`src/rtl/tim_ctrl.sv`:
```
// Register-mapped sequencer for one 16-bit timer: shadow PSC/ARR, restart FSM, UIF/OVR status, level irq.
// Optional event counter register at 0x18 is built when TIM_CTRL_EVT_CNT_EN is defined.
module tim_ctrl #(
    parameter int          ADDR_W  = 5,
    parameter logic [15:0] RST_PSC = 16'h0000,
    parameter logic [15:0] RST_ARR = 16'hFFFF
) (
    input  logic              clk,
    input  logic              rst_n,
    input  logic              bus_sel,
    input  logic              bus_we,
    input  logic [ADDR_W-1:0] bus_addr,
    input  logic [31:0]       bus_wdata,
    output logic [31:0]       bus_rdata,
    output logic              bus_ready,
    output logic              tim_en,
    output logic              tim_countdown,
    output logic [15:0]       tim_psc,
    output logic [15:0]       tim_arr,
    input  logic [15:0]       tim_cnt,
    input  logic              tim_evt,
    output logic              irq
);

    typedef enum logic [1:0] {
        IDLE,
        LOAD,
        RUN,
        STOP
    } state_t;

    localparam logic [ADDR_W-1:0] A_CTRL = ADDR_W'(8'h00);
    localparam logic [ADDR_W-1:0] A_PSC  = ADDR_W'(8'h04);
    localparam logic [ADDR_W-1:0] A_ARR  = ADDR_W'(8'h08);
    localparam logic [ADDR_W-1:0] A_STAT = ADDR_W'(8'h0C);
    localparam logic [ADDR_W-1:0] A_CNT  = ADDR_W'(8'h10);
    localparam logic [ADDR_W-1:0] A_EGR  = ADDR_W'(8'h14);
`ifdef TIM_CTRL_EVT_CNT_EN
    localparam logic [ADDR_W-1:0] A_EVT  = ADDR_W'(8'h18);
`endif

    state_t      state;
    logic        ctrl_en;
    logic        ctrl_dir;
    logic        ctrl_opm;
    logic        ctrl_ie;
    logic [15:0] psc_sh;
    logic [15:0] arr_sh;
    logic        uif;
    logic        ovr;
    logic [31:0] rd_val;

    logic [ADDR_W-1:0] addr_w;
    logic acc;
    logic wr;
    logic wr_ctrl;
    logic wr_psc;
    logic wr_arr;
    logic wr_stat;
    logic wr_egr;
    logic en_clr;
    logic ug;
    logic run_stop;
    logic evt_run;
    logic uif_clr;
    logic ovr_clr;
    logic unused_ok;

    assign addr_w   = {bus_addr[ADDR_W-1:2], 2'b00};
    assign acc      = bus_sel & ~bus_ready;
    assign wr       = acc & bus_we;
    assign wr_ctrl  = wr && (addr_w == A_CTRL);
    assign wr_psc   = wr && (addr_w == A_PSC);
    assign wr_arr   = wr && (addr_w == A_ARR);
    assign wr_stat  = wr && (addr_w == A_STAT);
    assign wr_egr   = wr && (addr_w == A_EGR);
    assign en_clr   = wr_ctrl & ~bus_wdata[0];
    assign ug       = wr_egr & bus_wdata[0];
    assign run_stop = en_clr | ~ctrl_en;
    assign evt_run  = tim_evt & (state == RUN);
    assign uif_clr  = wr_stat & bus_wdata[0];
    assign ovr_clr  = wr_stat & bus_wdata[2];
    assign unused_ok = &{1'b0, bus_wdata[31:16], bus_addr[1:0]};

    assign tim_countdown = ctrl_dir;

`ifdef TIM_CTRL_EVT_CNT_EN
    logic [7:0] evt_cnt;
    logic       rd_evt;

    assign rd_evt = acc && !bus_we && (addr_w == A_EVT);

    // Saturating event count; a read clears it, an event in that cycle counts as 1.
    always_ff @(posedge clk or negedge rst_n) begin
        if (!rst_n) begin
            evt_cnt <= 8'd0;
        end else if (rd_evt) begin
            evt_cnt <= evt_run ? 8'd1 : 8'd0;
        end else if (evt_run && evt_cnt != 8'hFF) begin
            evt_cnt <= evt_cnt + 8'd1;
        end
    end
`endif

    // Read mux; unmapped and write-only locations return 0.
    always_comb begin
        rd_val = 32'h0;
        case (addr_w)
            A_CTRL: rd_val = {28'h0, ctrl_ie, ctrl_opm, ctrl_dir, ctrl_en};
            A_PSC:  rd_val = {16'h0, psc_sh};
            A_ARR:  rd_val = {16'h0, arr_sh};
            A_STAT: rd_val = {29'h0, ovr, tim_en, uif};
            A_CNT:  rd_val = {16'h0, tim_cnt};
`ifdef TIM_CTRL_EVT_CNT_EN
            A_EVT:  rd_val = {24'h0, evt_cnt};
`endif
            default: rd_val = 32'h0;
        endcase
    end

    // Bus handshake: accept when idle, answer one cycle later with a ready pulse.
    always_ff @(posedge clk or negedge rst_n) begin
        if (!rst_n) begin
            bus_ready <= 1'b0;
            bus_rdata <= 32'h0;
        end else if (acc) begin
            bus_ready <= 1'b1;
            bus_rdata <= bus_we ? 32'h0 : rd_val;
        end else begin
            bus_ready <= 1'b0;
        end
    end

    // Control and shadow registers; STOP retires EN after a one-shot run.
    always_ff @(posedge clk or negedge rst_n) begin
        if (!rst_n) begin
            ctrl_en  <= 1'b0;
            ctrl_dir <= 1'b0;
            ctrl_opm <= 1'b0;
            ctrl_ie  <= 1'b0;
            psc_sh   <= RST_PSC;
            arr_sh   <= RST_ARR;
        end else begin
            if (wr_ctrl) begin
                ctrl_en  <= bus_wdata[0];
                ctrl_dir <= bus_wdata[1];
                ctrl_opm <= bus_wdata[2];
                ctrl_ie  <= bus_wdata[3];
            end
            if (state == STOP) begin
                ctrl_en <= 1'b0;
            end
            if (wr_psc) begin
                psc_sh <= bus_wdata[15:0];
            end
            if (wr_arr) begin
                arr_sh <= bus_wdata[15:0];
            end
        end
    end

    // Sticky status flags; a new event beats a same-cycle clear.
    always_ff @(posedge clk or negedge rst_n) begin
        if (!rst_n) begin
            uif <= 1'b0;
            ovr <= 1'b0;
            irq <= 1'b0;
        end else begin
            if (evt_run) begin
                uif <= 1'b1;
            end else if (uif_clr) begin
                uif <= 1'b0;
            end
            if (evt_run && uif && !uif_clr) begin
                ovr <= 1'b1;
            end else if (ovr_clr) begin
                ovr <= 1'b0;
            end
            irq <= uif & ctrl_ie;
        end
    end

    // Sequencer: owns the enable and the active PSC/ARR copies.
    always_ff @(posedge clk or negedge rst_n) begin
        if (!rst_n) begin
            state   <= IDLE;
            tim_en  <= 1'b0;
            tim_psc <= RST_PSC;
            tim_arr <= RST_ARR;
        end else begin
            case (state)
                IDLE: begin
                    tim_en <= 1'b0;
                    if (ug) begin
                        tim_psc <= psc_sh;
                        tim_arr <= arr_sh;
                    end
                    if (ctrl_en) begin
                        state <= LOAD;
                    end
                end
                LOAD: begin
                    tim_psc <= psc_sh;
                    tim_arr <= arr_sh;
                    tim_en  <= 1'b1;
                    state   <= RUN;
                end
                RUN: begin
                    if (run_stop) begin
                        tim_en <= 1'b0;
                        state  <= IDLE;
                    end else if (ug) begin
                        tim_en <= 1'b0;
                        state  <= LOAD;
                    end else if (tim_evt) begin
                        if (ctrl_opm) begin
                            tim_en <= 1'b0;
                            state  <= STOP;
                        end else begin
                            tim_psc <= psc_sh;
                            tim_arr <= arr_sh;
                        end
                    end
                end
                STOP: begin
                    tim_en <= 1'b0;
                    state  <= IDLE;
                end
                default: begin
                    tim_en <= 1'b0;
                    state  <= IDLE;
                end
            endcase
        end
    end

endmodule

```
`config.mk`:
```
export PLATFORM = sky130hd
export DESIGN_NAME = tim_ctrl
export DESIGN_NICKNAME = d
export VERILOG_FILES = /design/src/rtl/tim_ctrl.sv
export SDC_FILE = /design/constraint.sdc
export NUM_CORES = 1
export LEC_CHECK = 0
export CAP_MARGIN = 15
export CORE_MARGIN = 2
export CORE_UTILIZATION = 51
export CTS_BUF_LIST = sky130_fd_sc_hd__clkbuf_8 sky130_fd_sc_hd__clkbuf_16
export CTS_CLUSTER_DIAMETER = 30
export DETAILED_ROUTE_END_ITERATION = 10
export PLACE_DENSITY = 0.94
export SYNTH_ARGS = -nofsm -noshare
export SYNTH_HDL_FRONTEND = slang
export SYNTH_SLANG_ARGS = --single-unit
```
`constraint.sdc`:
```
create_clock -name clk -period 5.1 [get_ports clk]
set_input_delay 1.53 -clock clk [delete_from_list [all_inputs] [get_ports clk]]
set_output_delay 1.53 -clock clk [all_outputs]
set_load 0.01 [all_outputs]
```
==> tab_implementation.tex, run 1 <==
\begin{tabular}{lr}
\hline
Metric & Value \\
\hline
\multicolumn{2}{l}{\textbf{Power and ir drop}} \\
\quad Switching power summed over all nets & 744.7 uW \\
\quad Switching portion of total power & 28.05\% \\
\quad Int Pwr & 1910 uW \\
\quad Overall power of the completed layout & 2654 uW \\
\quad Comb power frac & 34.5\% \\
\quad Fraction of power consumed by the clock network & 22.2\% \\
\quad Static Leak & 0.002289 uW \\
\quad Reg power frac & 43.3\% \\
\quad Worst voltage drop across the vdd grid & 0.2561 mV \\
\quad Cell Pwr Density & 496.3 nW/um\^{}2 \\
\multicolumn{2}{l}{\textbf{Yosys}} \\
\quad Top-count cell post-synth & dfrtp\_1 \\
\quad Most common library cells after synthesis & 59 x dfrtp\_1, 37 x mux2\_2, 32 x dfstp\_2 \\
\quad Post-synthesis share of cell area spent on xor and xnor gates & 0\% \\
\quad Main combinational cell family by area after synthesis & multiplexers \\
\quad Yosys warnings & 0 \\
\quad Adder and majority cell fraction of the synthesized area & 0\% \\
\quad Post-Synthesis Cell Area & 4158 sq um \\
\quad Primary flip-flop cell chosen by synthesis mapping & dfrtp\_1 \\
\quad Post-synthesis instance total & 301 \\
\quad Ranking of synthesized cells by area & dfrtp\_1 36\%, dfstp\_2 20\%, mux2\_4 11\% \\
\quad Average size of a mapped cell & 13.81 sq um \\
\quad Post-synthesis share of cell area spent on and, or, nand and nor gates & 5.296\% \\
\quad Top cell type by total area after synthesis & dfrtp\_1 \\
\quad \#FFs+latches synth & 91 \\
\quad Share of the synthesized area in compound gates (AO/OA/AOI/OAI) & 10.62\% \\
\quad Unique cell type count in the Yosys netlist & 41 \\
\quad Fraction of registers with async set or reset after synthesis & 100.0\% \\
\quad Number of flops mapped to enable cells by yosys & 0 \\
\quad Proportion of netlist area held by the largest area contributor & 35.51\% \\
\quad Sequential share of the synthesized area & 55.73\% \\
\quad Multiplexer share of the synthesized area & 22.60\% \\
\multicolumn{2}{l}{\textbf{Critical path}} \\
\quad Setup crit start kind & primary input \\
\quad Data arrival time of the critical path & 4.11 ns \\
\quad Endpoint class of the critical path & register \\
\quad Startpoint-to-endpoint class of the critical path & primary input to register \\
\quad Req. time, crit path & 5.35 ns \\
\quad Top fanout value on the critical path & 18 \\
\multicolumn{2}{l}{\textbf{Die}} \\
\quad Cell Rows & 32 \\
\quad Initial core utilization & 53.25\% \\
\quad Die Y & 94.29 um \\
\quad Total die area & 8891 sq um \\
\quad I/O pin count & 126 \\
\quad Die X & 94.29 um \\
\quad CORE AREA & 7807 sq um \\
\multicolumn{2}{l}{\textbf{Cells and area}} \\
\quad Post-layout utilization of the core & 68.51\% \\
\quad Layout cells sized above 1 & 31.74\% \\
\quad NumNets Final & 450 \\
\quad Synth-to-Final Area Change & 28.65\% \\
\quad Fill cells & 510 \\
\quad Antenna diodes & 0 \\
\multicolumn{2}{l}{\textbf{Clock tree}} \\
\quad Source-to-sink clock delay at the later pin of the worst-skew pair & 0.36 ns \\
\quad Setup Buffers After CTS & 0 \\
\quad CTS H-Tree Depth & 3 \\
\quad Number of clock sinks & 91 \\
\quad Number of gates resized after CTS & 0 \\
\quad CTS root buf & clkbuf\_8 \\
\quad Clock buffers created by TritonCTS & 9 \\
\quad Count of hold buffers inserted by post-cts repair & 0 \\
\quad Clk buf depth & 2 \\
\quad Clock tree from TritonCTS & built \\
\quad Clock edge transition at the registers on the reported setup and hold paths & 0.08 ns \\
\multicolumn{2}{l}{\textbf{Placed design}} \\
\quad Half-perimeter wire length after detailed placement & 6884 um \\
\quad Total of buffers placed on input and output ports & 91 \\
\quad RePlAce Congestion & 0.8663 \\
\multicolumn{2}{l}{\textbf{Routing}} \\
\quad Final routed wire length divided by cell count & 19.64 um \\
\quad Post-detailed-routing wire length & 9800 um \\
\quad Post-route DRC & 0 \\
\quad Number of violations reported at the end of detailed-routing iteration 0 & 206 \\
\quad Vias/cell & 5.693 \\
\quad Final antenna-violating net count & 0 \\
\quad Vias post-DR & 2841 \\
\quad Initial DRT Pass Iterations & 5 \\
\multicolumn{2}{l}{\textbf{Global route}} \\
\quad Aggregate global-route resource usage & 23.46\% \\
\quad Pin count of the biggest net entering global routing & 92 \\
\quad Via count of the first global-routing pass & 2841 \\
\quad Met3 usage & 3.852\% \\
\quad Most heavily used metal layer in global routing & met2 \\
\quad Global-route wire length before repair & 15440 um \\
\quad Global routing met1 resource utilization & 32.92\% \\
\quad Initial antenna violation count & 0 \\
\quad Aggregate global routing overflow & 0 \\
\quad Met2 Use GR & 36.25\% \\
\multicolumn{2}{l}{\textbf{STA}} \\
\quad Clock period minus worst slack & 3.869 ns \\
\quad Slew at the pin closest to its max-slew limit & 0.9572 ns \\
\quad Final Hold Fails & 0 \\
\quad \# setup viols final & 0 \\
\quad Clock Skews & 0.007085 ns \\
\quad Slew headroom & 35.99\% \\
\quad Final count of pins violating max slew & 0 \\
\quad Sum Neg Setup Slack & 0 ns \\
\quad Crit share post-route & 75.86\% \\
\quad F\_max & 258.5 MHz \\
\quad RSZ-0062 raised after global routing & no \\
\multicolumn{2}{l}{\textbf{Worst hold path}} \\
\quad Hold/Removal Path Class & register to register \\
\multicolumn{2}{l}{\textbf{Flow run}} \\
\quad Number of violations of the max-capacitance limit & 0 \\
\multicolumn{2}{l}{\textbf{Status}} \\
\quad Result of the run & completed \\
\hline
\end{tabular}
-- metal layers --
layer,wire (um),up-vias
met3,625,21
met1,4215,1425
met5,0,-
met2,4760,143
li1,-,1252
met4,199,0
-- path summary, 6_finish.rpt --
kind | startpoint | end | slack, ns | cells after the start
min in group asynchronous | rst_n | psc_sh[10]$_DFFE_PN0P_ | 1.13 | 1
max in group asynchronous | rst_n | tim_arr[0]$_DFFE_PN1P_ | 3.31 | 2
setup reg to reg | bus_ready$_DFF_PN0_ | tim_psc[11]$_DFFE_PN0P_ | 2.41 | 6
setup / recovery | bus_sel | tim_psc[11]$_DFFE_PN0P_ | 1.23 | 7
hold reg to reg | bus_rdata[7]$_DFFE_PN0N_ | bus_rdata[7]$_DFFE_PN0N_ | 0.48 | 2
hold / removal | bus_rdata[7]$_DFFE_PN0N_ | bus_rdata[7]$_DFFE_PN0N_ | 0.48 | 2
-- placed cells by master, fill, tap and decap left out, drive strengths merged, types with 3 or more instances in the layout --
cell and n:
a211oi 3, a22oi 13, a2bb2oi 12, buf 8, bufinv 3, clkbuf 10, clkdlybuf4s50 90, clkinvlp 3
conb 16, dfrtp 59, dfstp 32, inv 3, mux2 67, mux2i 5, nand2 18, nor2 6
nor2b 5, o21ai 15
-- layout make-up --
class                      count  area, sq um  area share [%]
inverter                       3        11.26          0.2105
multi-input combinational    189         1662           31.06
sequential                    91         2317           43.32
timing repair buffer          98        980.9           18.34
clock buffer                  10        137.6           2.573
tap                          102        127.6           2.386
clock inverter                 6        112.6           2.105
-- metrics by stage --
| stage | instance area (sq um) | setup WS (ns) | std cells | hold slack, ns |
|---|---|---|---|---|
| finish | 5349 | 1.231 | 499 | 0.4834 |
| floorplan | 4214 | 1.951 | 316 | 0.4550 |
| global route | 5349 | 1.115 | 499 | 0.5049 |
| CTS | 5321 | 1.256 | 498 | 0.4897 |
| global placement | 5071 | 0.9715 | 482 | 0.4643 |
| detailed placement | 5071 | 0.8597 | 482 | 0.4707 |
-- cells by family after synthesis --
family                 Yosys count
AO/OA/AOI/OAI                   58
flip-flops                      91
AND/OR/NAND/NOR                 42
multiplexers                    73
buffers and inverters           36
other                            1
-- power by group through the flow --
stage	sequential [uW]	combinational, uW	clock (uW)
after detailed placement	1160	911	0
after global routing	1180	969	623
after global placement	1140	884	0
final	1150	916	589
after floorplan	1180	493	0
after CTS	1150	918	595
-- critical path: stages --
cell and delay (ns):
clkdlybuf4s50_1 0.42, nand2b_1 0.57, inv_1 0.21, and3_1 0.28, o41ai_4 0.35, buf_4 0.41, mux2_4 0.33
-- registers in the layout, indices dropped and copies added, names as in the netlist --
| register | count |
|---|---|
| arr_sh | 16 |
| bus_rdata | 16 |
| bus_ready | 1 |
| ctrl_en | 1 |
| ctrl_ie | 1 |
| ctrl_opm | 1 |
| irq | 1 |
| ovr | 1 |
| psc_sh | 16 |
| state | 2 |
| tim_arr | 16 |
| tim_countdown | 1 |
| tim_en | 1 |
| tim_psc | 16 |
| uif | 1 |
Note: power is estimated with default switching activity, not from simulation.
==> run 2: changes to the inputs <==
CORE_UTILIZATION = 47   (was 51)
PLACE_DENSITY = 0.88   (was 0.94)
clock period = 4 ns   (was 5.1 ns; I/O delays follow)
==> tab_implementation.tex, run 2 (synthesized netlist as in run 1, its figures left out) <==
\begin{tabular}{lr}
\hline
Metric & Value \\
\hline
\multicolumn{2}{l}{\textbf{Cells and area}} \\
\quad Non-filler cells in the finished layout & 512 \\
\quad Top library cells by usage in the layout, fill and taps aside & 90 x clkdlybuf4s50\_1, 59 x dfrtp\_1, 37 x mux2\_2 \\
\quad Reg area & 2317 sq um \\
\quad Antenna diodes & 0 \\
\quad NumNets Final & 457 \\
\quad Final std cell area, no fill & 5396 sq um \\
\quad Synth-to-Final Area Change & 29.79\% \\
\quad Fill cells & 644 \\
\quad Layout cells sized above 1 & 33.17\% \\
\quad Area of combinational cells with multiple inputs & 1667 sq um \\
\quad Most common library cell in the layout ignoring fill and taps & clkdlybuf4s50\_1 \\
\multicolumn{2}{l}{\textbf{Global route}} \\
\quad Aggregate global-route resource usage & 20.27\% \\
\quad Pin count of the biggest net entering global routing & 92 \\
\quad Aggregate global routing overflow & 0 \\
\quad Via count of the first global-routing pass & 2849 \\
\quad Global-route wire length before repair & 15450 um \\
\quad Initial antenna violation count & 0 \\
\multicolumn{2}{l}{\textbf{Die}} \\
\quad CORE AREA & 8636 sq um \\
\quad Initial core utilization & 48.15\% \\
\quad Die X & 98.06 um \\
\quad I/O pin count & 126 \\
\quad Die Y & 98.06 um \\
\quad Total die area & 9615 sq um \\
\quad Cell Rows & 34 \\
\multicolumn{2}{l}{\textbf{Clock tree}} \\
\quad Number of gates resized after CTS & 0 \\
\quad Count of hold buffers inserted by post-cts repair & 0 \\
\quad Clock tree from TritonCTS & built \\
\quad CTS root buf & clkbuf\_8 \\
\quad Clock buffers created by TritonCTS & 9 \\
\quad CTS H-Tree Depth & 3 \\
\quad Source-to-sink clock delay at the later pin of the worst-skew pair & 0.36 ns \\
\quad Clock edge transition at the registers on the reported setup and hold paths & 0.09 ns \\
\quad Number of clock sinks & 91 \\
\quad Clk buf depth & 2 \\
\quad Setup Buffers After CTS & 0 \\
\multicolumn{2}{l}{\textbf{Placed design}} \\
\quad RePlAce Congestion & 0.8384 \\
\quad Total of buffers placed on input and output ports & 91 \\
\quad Placed insts & 495 \\
\quad Area post-placement & 5161 sq um \\
\quad Half-perimeter wire length after detailed placement & 6795 um \\
\multicolumn{2}{l}{\textbf{Routing}} \\
\quad Initial DRT Pass Iterations & 6 \\
\quad Post-route DRC & 0 \\
\quad Vias/cell & 5.424 \\
\quad Post-detailed-routing wire length & 9760 um \\
\quad Vias post-DR & 2777 \\
\quad Final antenna-violating net count & 0 \\
\quad Final routed wire length divided by cell count & 19.06 um \\
\quad Number of violations reported at the end of detailed-routing iteration 0 & 165 \\
\multicolumn{2}{l}{\textbf{Worst hold path}} \\
\quad Hold/Removal Path Class & register to register \\
\multicolumn{2}{l}{\textbf{STA}} \\
\quad \# setup viols final & 0 \\
\quad Final worst hold slack & 0.4828 ns \\
\quad F\_max & 320.3 MHz \\
\quad Crit share post-route & 78.04\% \\
\quad Final count of pins violating max slew & 0 \\
\quad RSZ-0062 raised after global routing & no \\
\quad Clock Skews & 0.007639 ns \\
\quad Final Hold Fails & 0 \\
\quad Slew at the pin closest to its max-slew limit & 0.5667 ns \\
\quad Slew headroom & 62.14\% \\
\quad Clock period minus worst slack & 3.122 ns \\
\quad Sum Neg Setup Slack & 0 ns \\
\multicolumn{2}{l}{\textbf{Power and ir drop}} \\
\quad Fraction of power consumed by the clock network & 19.7\% \\
\quad Comb power frac & 36.0\% \\
\quad Reg power frac & 44.3\% \\
\quad Switching portion of total power & 29.53\% \\
\quad Overall power of the completed layout & 3303 uW \\
\quad Worst voltage drop across the vdd grid & 0.2950 mV \\
\quad Int Pwr & 2328 uW \\
\quad Switching power summed over all nets & 975.6 uW \\
\quad Static Leak & 0.002319 uW \\
\quad Cell Pwr Density & 612.1 nW/um\^{}2 \\
\multicolumn{2}{l}{\textbf{Critical path}} \\
\quad Setup crit start kind & primary input \\
\quad Top fanout value on the critical path & 16 \\
\quad Startpoint-to-endpoint class of the critical path & primary input to register \\
\quad Req. time, crit path & 4.25 ns \\
\quad Data arrival time of the critical path & 3.37 ns \\
\quad Endpoint class of the critical path & register \\
\multicolumn{2}{l}{\textbf{Flow run}} \\
\quad Number of violations of the max-capacitance limit & 0 \\
\multicolumn{2}{l}{\textbf{Status}} \\
\quad Result of the run & completed \\
\hline
\end{tabular}
run 2: changes by cell type in the layout (fill, tap and decap cells not counted):
| cell | before | now |
|---|---|---|
| buf_4 | 7 | 12 |
| buf_12 | 0 | 2 |
| bufinv_16 | 3 | 1 |
| clkinv_4 | 0 | 2 |
| clkinvlp_4 | 3 | 1 |
| inv_6 | 0 | 2 |
| clkbuf_8 | 10 | 9 |
| inv_8 | 0 | 1 |
| nor3b_1 | 1 | 0 |
| nor3b_2 | 0 | 1 |
run 2: path summary, 6_finish.rpt:
check	startpoint	end	slack, ns	depth (start not counted)
worst max-delay path	bus_addr[4]	tim_psc[8]$_DFFE_PN0P_	0.88	6
worst min-delay path	bus_rdata[6]$_DFFE_PN0N_	bus_rdata[6]$_DFFE_PN0N_	0.48	2
worst max register to register	bus_ready$_DFF_PN0_	tim_psc[8]$_DFFE_PN0P_	1.88	5
worst min register to register	bus_rdata[6]$_DFFE_PN0N_	bus_rdata[6]$_DFFE_PN0N_	0.48	2
max in group asynchronous	rst_n	arr_sh[15]$_DFFE_PN1P_	2.57	2
min in group asynchronous	rst_n	tim_psc[8]$_DFFE_PN0P_	0.76	1
run 2: worst max-delay path, stage by stage:
cell and delay, ns:
clkdlybuf4s50_1 0.54, and4bb_1 0.26, and3b_1 0.24, o41ai_4 0.54, buf_12 0.25, mux2_4 0.32
run 2: layout make-up:
cell class	instances	area share [%]
inverter	3	0.2087
sequential	91	42.94
tap	108	2.504
clock buffer	9	2.295
clock inverter	7	1.553
multi-input combinational	189	30.88
timing repair buffer	105	19.62
run 2: power by group through the flow:
| stage | sequential [uW] | clock (uW) | combinational [uW] |
|---|---|---|---|
| 2_1_floorplan | 1500 | 0 | 628 |
| 3_3_place_gp | 1460 | 0 | 1160 |
| 3_5_place_dp | 1470 | 0 | 1190 |
| 4_1_cts | 1460 | 656 | 1200 |
| 5_1_grt | 1500 | 699 | 1260 |
| 6_report | 1460 | 651 | 1190 |
run 2: metal layers:
| metal | vias to the layer above | track usage (%) | part of all wire (%) |
|---|---|---|---|
| met5 | - | 0 | 0 |
| li1 | 1267 | - | - |
| met2 | 75 | 32.82 | 50 |
| met1 | 1415 | 28.52 | 44 |
| met3 | 20 | 2.004 | 2.9 |
| met4 | 0 | 7.585 | 2.7 |
run 2: metrics by stage:
step                util [%]  worst slack [ns]
CTS                    62.17            0.8786
floorplan                  -             1.181
detailed placement     59.77            0.5032
global route           62.49            0.8081
global placement       59.77            0.5592
finish                 62.49            0.8782
